File: config.mk
export PLATFORM = sky130hd
export DESIGN_NAME = obj_loader
export DESIGN_NICKNAME = d
export VERILOG_FILES = /design/src/rtl/obj_loader.sv
export SDC_FILE = /design/constraint.sdc
export NUM_CORES = 1
export LEC_CHECK = 0
export ABC_AREA = 0
export BUFFER_PORTS_ARGS = -buffer_cell sky130_fd_sc_hd__buf_4
export CAP_MARGIN = 20
export CELL_PAD_IN_SITES_DETAIL_PLACEMENT = 0
export CELL_PAD_IN_SITES_GLOBAL_PLACEMENT = 1
export CORE_AREA = 3 3 108 110
export DETAILED_ROUTE_END_ITERATION = 10
export DIE_AREA = 0 0 111 113
export GPL_TIMING_DRIVEN = 0
export HOLD_SLACK_MARGIN = 0.05
export MAX_ROUTING_LAYER = met4
export PLACE_DENSITY_LB_ADDON = 0.1
export REMOVE_ABC_BUFFERS = 1
export SYNTH_ARGS = -nofsm -noshare
export SYNTH_HDL_FRONTEND = slang
export SYNTH_SLANG_ARGS = --single-unit
export TNS_END_PERCENT = 20
File: constraint.sdc
create_clock -name clk -period 2.6 [get_ports clk]
set_clock_uncertainty 0.2 [all_clocks]
set_input_delay 0.52 -clock clk [delete_from_list [all_inputs] [get_ports clk]]
set_output_delay 0.52 -clock clk [all_outputs]
set_load 0.03 [all_outputs]
File: src/rtl/obj_loader.sv
// Object-stream loader: parses origin, length and data words from a byte
// stream and writes the data words to consecutive external memory addresses.
module obj_loader #(
  parameter bit BIG_ENDIAN = 1'b1
) (
  input  logic        clk,
  input  logic        rst,
  input  logic        start,
  input  logic        abort,
  input  logic [7:0]  byteIn,
  input  logic        byteValid,
  output logic        byteReady,
  output logic [15:0] memAddrExt,
  output logic [15:0] memDataExt,
  output logic        memWEExt,
  output logic        busy,
  output logic        done,
  output logic [15:0] wordCount
);

  typedef enum logic [3:0] {
    IDLE, ORIG_H, ORIG_L, LEN_H, LEN_L, DATA_H, DATA_L, WRITE, DONE
  } state_t;

  state_t      state, nextState;
  logic [7:0]  firstByte;
  logic [15:0] remaining;
  logic [15:0] assembled;
  logic        xfer;

  assign xfer      = byteValid && byteReady;
  assign assembled = BIG_ENDIAN ? {firstByte, byteIn} : {byteIn, firstByte};

  always_ff @(posedge clk or posedge rst) begin
    if (rst) state <= IDLE;
    else     state <= nextState;
  end

  always_comb begin
    nextState = state;
    if (abort && state != IDLE) begin
      nextState = IDLE;
    end else begin
      case (state)
        IDLE:    if (start) nextState = ORIG_H;
        ORIG_H:  if (xfer)  nextState = ORIG_L;
        ORIG_L:  if (xfer)  nextState = LEN_H;
        LEN_H:   if (xfer)  nextState = LEN_L;
        LEN_L:   if (xfer)  nextState = (assembled == 16'h0000) ? DONE : DATA_H;
        DATA_H:  if (xfer)  nextState = DATA_L;
        DATA_L:  if (xfer)  nextState = WRITE;
        WRITE:   nextState = (remaining == 16'h0001) ? DONE : DATA_H;
        DONE:    nextState = IDLE;
        default: nextState = IDLE;
      endcase
    end
  end

  // Outputs decode from state alone so an async reset drops them at once;
  // abort masks ready/write-enable so it wins over a same-cycle transfer.
  always_comb begin
    byteReady = 1'b0;
    memWEExt  = 1'b0;
    busy      = 1'b0;
    done      = 1'b0;
    case (state)
      ORIG_H, ORIG_L, LEN_H, LEN_L, DATA_H, DATA_L: begin
        byteReady = !abort;
        busy      = 1'b1;
      end
      WRITE: begin
        memWEExt = !abort;
        busy     = 1'b1;
      end
      DONE:    done = 1'b1;
      default: ;
    endcase
  end

  always_ff @(posedge clk or posedge rst) begin
    if (rst) begin
      firstByte  <= '0;
      remaining  <= '0;
      memAddrExt <= '0;
      memDataExt <= '0;
      wordCount  <= '0;
    end else begin
      case (state)
        IDLE: if (start) wordCount <= '0;
        ORIG_H, LEN_H, DATA_H: if (xfer) firstByte <= byteIn;
        ORIG_L: if (xfer) memAddrExt <= assembled;
        LEN_L:  if (xfer) remaining  <= assembled;
        DATA_L: if (xfer) memDataExt <= assembled;
        WRITE: if (!abort) begin
          memAddrExt <= memAddrExt + 16'd1;
          wordCount  <= wordCount + 16'd1;
          remaining  <= remaining - 16'd1;
        end
        default: ;
      endcase
    end
  end

endmodule

==> results.yml, run 1 <==
outcome:
  status: "completed"
setup_path:
  critPathCaptureType: "primary output"
  startpoint: "state[3]$_DFFE_PP0P_"
  start_kind: "flip-flop"
  crit_arrival_ns: 1.78
  r2r_start: "state[1]$_DFFE_PP0P_"
  reg2reg_to: "memAddrExt[14]$_DFFE_PP0P_"
  reg2reg_depth: 5
  cp_max_fo: 12
  reg2reg_slack_ns: 0.15
  path_class: "reg -> out"
  required_ns: 1.88
timing:
  hold_viol: 0
  finalMaxSlewViolations: 0
  worstMarginPinSlew_ns: 0.9138
  setup_viol: 0
  fmax_ghz: 0.4005
  period_needed_ns: 2.497
  tns_ns: 0
  relSlewSlack_pct: 39.08
  rsz0062_at_grt: "no"
  final.period_utilization_pct: 96.03
logic_synthesis:
  avgSynthCellArea_um2: 9.630
  mappedNetlistArea_mm2: 0.004257
  syn_inst: 442
  netlist_top_cells_count: "76 x dfrtp_1, 35 x nand2_1, 32 x nor2_1"
  synth-edff-count: 0
  ys_seq_elements: 76
  ys_top_cells_by_area: "dfrtp_1 45%, mux2_2 6.6%, nand2_1 3.1%"
  synth-main-ff-cell: "dfrtp_1"
  synth.top_cell.area_share_pct: 44.68
  post-synth-top-count-cell: "dfrtp_1"
  async_reset_ff_share_pct: 100.0
  yosysUniqueCellTypes: 65
  ys_warn_count: 0
  synth_seq_area_share_pct: 44.68
  synth.largest_area_cell: "dfrtp_1"
layout:
  regArea_mm2: 0.001909
  fin_cells: 645
  syn2layout_area_growth_pct: 19.87
  multi_input_area_mm2: 0.002221
  final_net_count: 517
  n_fill_cell: 997
  drive_gt1_share_pct: 24.95
  final_cell_area_mm2: 0.005102
  antenna_cells: 0
route:
  drtIter0Drc: 236
  wl_per_cell_um: 18.74
  drt_pass1_iterations: 4
  ant_nets: 0
  viasPerCell: 5.760
  wl_um: 12090
  drc_errors: 0
  vias: 3715
placed_design:
  port-buffer-count: 64
  gp_congestion: 0.8397
  dp_hpwl_um: 8366
  post-place-cells: 624
  place_area_mm2: 0.004867
clocking:
  htreeDepth: 3
  cts_sinks: 76
  clkTransAtPathRegs_ns: 0.08
  clkLatencyLatePin_ns: 0.36
  root_buffer: "clkbuf_8"
  clk_path_buf_depth: 2
  tritoncts: "done"
  cts_inserted_buffers: 9
floorplanning:
  fp.dieW_um: 111
  rows: 38
  core_area_mm2: 0.01079
  ios: 65
  die_h_um: 113
  start_util_pct: 39.44
  die-area_mm2: 0.01254
grt:
  grt_pass1_vias: 3510
  overflow: 0
  grt_use_total_pct: 20.25
  grt_pass1_wl_um: 19710
  grt_start_max_net_pins: 56
  antenna_found_initial: 0
flow_run:
  maxCapViolations: 0
min_path:
  hold_path_end: "firstByte[1]$_DFFE_PP0P_"
  hold_depth: 2
  hp-class: "in -> reg"
  min_from: "byteIn[1]"
power:
  leakage_nw: 2.200
  vdd_ir_drop_max_mv: 0.4432
  powerDensity_mw_per_mm2: 963.9
area by class of cell:
class	count	share of cell area, %
multi-input combinational	333	43.53
sequential	76	37.42
clock buffer	14	2.992
inverter	9	0.7602
clock inverter	2	0.1962
tap	140	3.433
timing repair buffer	71	11.67
flip-flops by register name, summed over array words and instances, names as in the netlist:
signal	flops
memAddrExt	16
memDataExt	16
remaining	16
wordCount	16
firstByte	8
state	4
kinds of logic (layout without fill, tap and decap cells):
kind of cell / count (synthesis) / in the layout / share of synthesized area, %
flops: 76 / 76 / 44.68
simple gates: 174 / 175 / 22.63
fa+ha+maj: 4 / 4 / 1.176
mux: 36 / 36 / 9.201
compound gates: 113 / 113 / 17.72
xor+xnor: 5 / 5 / 1.029
buf+inv: 34 / 96 / 3.557
how the worst max path moves through the flow:
stage / to / slack, ns / cells past startpoint
6_report: memWEExt / 0.10 / 4
5_1_grt: memWEExt / 0.02 / 4
4_1_cts: memWEExt / 0.02 / 4
3_5_place_dp: memAddrExt[15]$_DFFE_PP0P_ / -0.21 / 4
3_3_place_gp: memDataExt[2]$_DFFE_PP0P_ / -1.21 / 2
2_1_floorplan: firstByte[0]$_DFFE_PP0P_ / -0.06 / 1
critical path, stage by stage, from the launching register on:
cell,delay [ns]
dfrtp_2,0.51
nor3b_4,0.33
nand2_2,0.22
inv_4,0.17
buf_4,0.18
stage by stage:
step	total power [mW]	util (%)	hold WS [ns]	worst slack (ns)
detailed placement	4.067	45.10	0.2768	-0.2136
floorplan	3.314	-	0.2788	-0.05833
CTS	4.908	46.90	0.2191	0.01702
global route	5.250	47.28	0.2144	0.01700
finish	4.918	47.28	0.2261	0.1033
global placement	4.011	44.42	0.2683	-1.211
repair_timing:
action / 4_1_cts / 5_1_grt
resized for setup: 6 / 3
setup endpoints to repair: 32 / 18
pin swaps: 1 / 0
setup buffers: 0 / 2
hold buffers: 1 / 0
endpoints found under the hold margin: 21 / 0
gates cloned: 1 / 0
power by group:
group          leakage (nW)  internal [mW]  switching, mW
Clock                0.0844          0.373          0.452
Sequential            0.968           1.57          0.574
Combinational          1.15          0.834           1.12
routing by layer:
layer  track usage (%)  share of wire [%]
met2             28.76                 45
met5                 -                  0
met4             5.583                1.0
met1             29.82                 51
met3             3.529                3.6
layout by cell type, fill, tap and decap left out, drive strengths merged, types with 4 or more instances in the layout:
cell / netlist / routed
nand2b: 7 / 7
clkbuf: 9 / 14
a311oi: 4 / 4
o22ai: 4 / 4
dfrtp: 76 / 76
a31oi: 8 / 8
nor3b: 4 / 4
nand4: 10 / 10
ha: 4 / 4
and3: 7 / 7
nor2: 32 / 32
nor3: 16 / 16
inv: 8 / 9
nand3: 24 / 24
o21a: 5 / 5
mux2: 25 / 25
buf: 16 / 70
a2bb2oi: 6 / 6
and4: 5 / 5
o21ai: 27 / 27
xnor2: 4 / 4
a21oi: 26 / 26
and2: 5 / 5
o22a: 6 / 6
nor4: 13 / 13
mux2i: 11 / 11
nand2: 35 / 35
No activity file was read; power rests on OpenSTA's default activity.
==> inputs of run 2 (changes only) <==
==> constraint.sdc (replaced) <==
create_clock -name clk -period 2.8 [get_ports clk]
set_clock_uncertainty 0.2 [all_clocks]
set_input_delay 0.56 -clock clk [delete_from_list [all_inputs] [get_ports clk]]
set_output_delay 0.56 -clock clk [all_outputs]
set_load 0.03 [all_outputs]
==> run 2 against run 1 <==
  * Register-to-register slack gained 0.12 ns
  * Highest routed layer unchanged
  * Clock power shrank 7.8%
  * Via count shrank 1.5%
  * Largest power group unchanged
  * Combinational power shrank 9%
==> results.yml, run 2 (synthesis gave the netlist of run 1 again) <==
outcome:
  status: "completed"
power:
  vdd_ir_drop_max_mv: 0.4114
  leakage_nw: 2.188
  total_power_mw: 4.531
  powerDensity_mw_per_mm2: 893.7
timing:
  rsz0062_at_grt: "no"
  period_needed_ns: 2.623
  hold_viol: 0
  finalMaxSlewViolations: 0
  final.period_utilization_pct: 93.67
  worstMarginPinSlew_ns: 0.9268
  whs_ns: 0.2685
  fmax_ghz: 0.3813
  setup_viol: 0
  relSlewSlack_pct: 38.22
layout:
  fin_cells: 643
  final_net_count: 515
  drive_gt1_share_pct: 24.45
  antenna_cells: 0
  n_fill_cell: 994
  layout_common_cells: "73 x dfrtp_1, 65 x buf_4, 34 x nand2_1, 32 x nor2_1"
  final_common_cell: "dfrtp_1"
  syn2layout_area_growth_pct: 19.11
clocking:
  clkTransAtPathRegs_ns: 0.08
  clkLatencyLatePin_ns: 0.35
  htreeDepth: 3
  cts_sinks: 76
  root_buffer: "clkbuf_8"
  tritoncts: "done"
  clk_path_buf_depth: 2
  cts_inserted_buffers: 9
setup_path:
  start_kind: "flip-flop"
  reg2reg_to: "memDataExt[1]$_DFFE_PP0P_"
  crit_arrival_ns: 1.86
  startpoint: "state[3]$_DFFE_PP0P_"
  reg2reg_slack_ns: 0.27
  critPathCaptureType: "primary output"
  r2r_start: "state[3]$_DFFE_PP0P_"
  crit_end: "memWEExt"
  path_class: "reg -> out"
  required_ns: 2.04
  cp_max_fo: 12
  reg2reg_depth: 3
grt:
  grt_pass1_vias: 3467
  grt_start_max_net_pins: 56
  grt_pass1_wl_um: 19400
  overflow: 0
  antenna_found_initial: 0
  grt_use_total_pct: 19.86
route:
  ant_nets: 0
  vias: 3658
  wl_um: 11990
  drc_errors: 0
  viasPerCell: 5.689
  wl_per_cell_um: 18.65
  drt_pass1_iterations: 4
  drtIter0Drc: 215
floorplanning:
  die-area_mm2: 0.01254
  start_util_pct: 39.44
  ios: 65
  core_area_mm2: 0.01079
  fp.dieW_um: 111
  die_h_um: 113
  rows: 38
min_path:
  hold_depth: 2
  hp-class: "in -> reg"
placed_design:
  gp_congestion: 0.8397
  port-buffer-count: 64
  dp_hpwl_um: 8366
  post-place-cells: 624
flow_run:
  maxCapViolations: 0
run 2: cell count changes in the layout (fill, tap and decap cells not counted):
cell / before / now
buf_12: 1 / 0
buf_4: 66 / 65
clkinv_2: 2 / 3
dfrtp_1: 72 / 73
dfrtp_4: 1 / 0
inv_4: 2 / 1
run 2: power by group:
part           total (mW)  internal [mW]  leakage, nW  switching, mW
clock               0.761          0.346       0.0844          0.415
combinational        1.77          0.755         1.13           1.02
sequential           2.00           1.45        0.970          0.542
run 2: stage by stage:
step | utilization, % | cell area [um^2] | setup WS [ns] | TNS (ns)
detailed placement | 45.10 | 4867 | -0.01360 | -0.01360
floorplan | - | 4139 | 0.1017 | 0
global route | 46.97 | 5070 | 0.07180 | 0
global placement | 44.42 | 4795 | -1.051 | -91.60
CTS | 46.74 | 5045 | 0.03074 | 0
finish | 46.97 | 5070 | 0.1772 | 0
run 2: worst min path at each step:
stage / startpoint / endpoint / slack (ns)
global route: byteIn[1] / firstByte[1]$_DFFE_PP0P_ / 0.25
floorplan: remaining[14]$_DFFE_PP0P_ / remaining[14]$_DFFE_PP0P_ / 0.28
finish: byteIn[1] / firstByte[1]$_DFFE_PP0P_ / 0.27
global placement: wordCount[15]$_DFFE_PP0P_ / wordCount[15]$_DFFE_PP0P_ / 0.27
detailed placement: wordCount[15]$_DFFE_PP0P_ / wordCount[15]$_DFFE_PP0P_ / 0.28
CTS: byteIn[1] / firstByte[1]$_DFFE_PP0P_ / 0.26
run 2: critical path: stages (launching register included):
cell and delay [ns]:
dfrtp_1 0.55, nor3b_4 0.37, nand2_2 0.20, clkinv_2 0.19, buf_4 0.19
run 2: area by class of cell:
cell class | count | area [um^2] | share of cell area (%)
tap | 140 | 175.2 | 3.455
sequential | 76 | 1906 | 37.59
timing repair buffer | 69 | 568.0 | 11.20
clock buffer | 14 | 152.6 | 3.011
multi-input combinational | 333 | 2221 | 43.81
inverter | 9 | 37.54 | 0.7404
clock inverter | 2 | 10.01 | 0.1974
run 2: timing repair:
item	in CTS	in global routing
gates cloned	0	1
gates resized for setup	4	2
setup buffers	0	0
endpoints found under the setup margin	3	4
hold endpoints to repair	21	0
hold buffers	1	0
run 2: layer usage:
layer,up-vias,part of all wire [%],GRT usage [%]
met4,0,0.95,5.583
met2,72,45,27.87
li1,1790,-,-
met5,-,0,-
met1,1788,50,29.45
met3,8,4.1,3.529
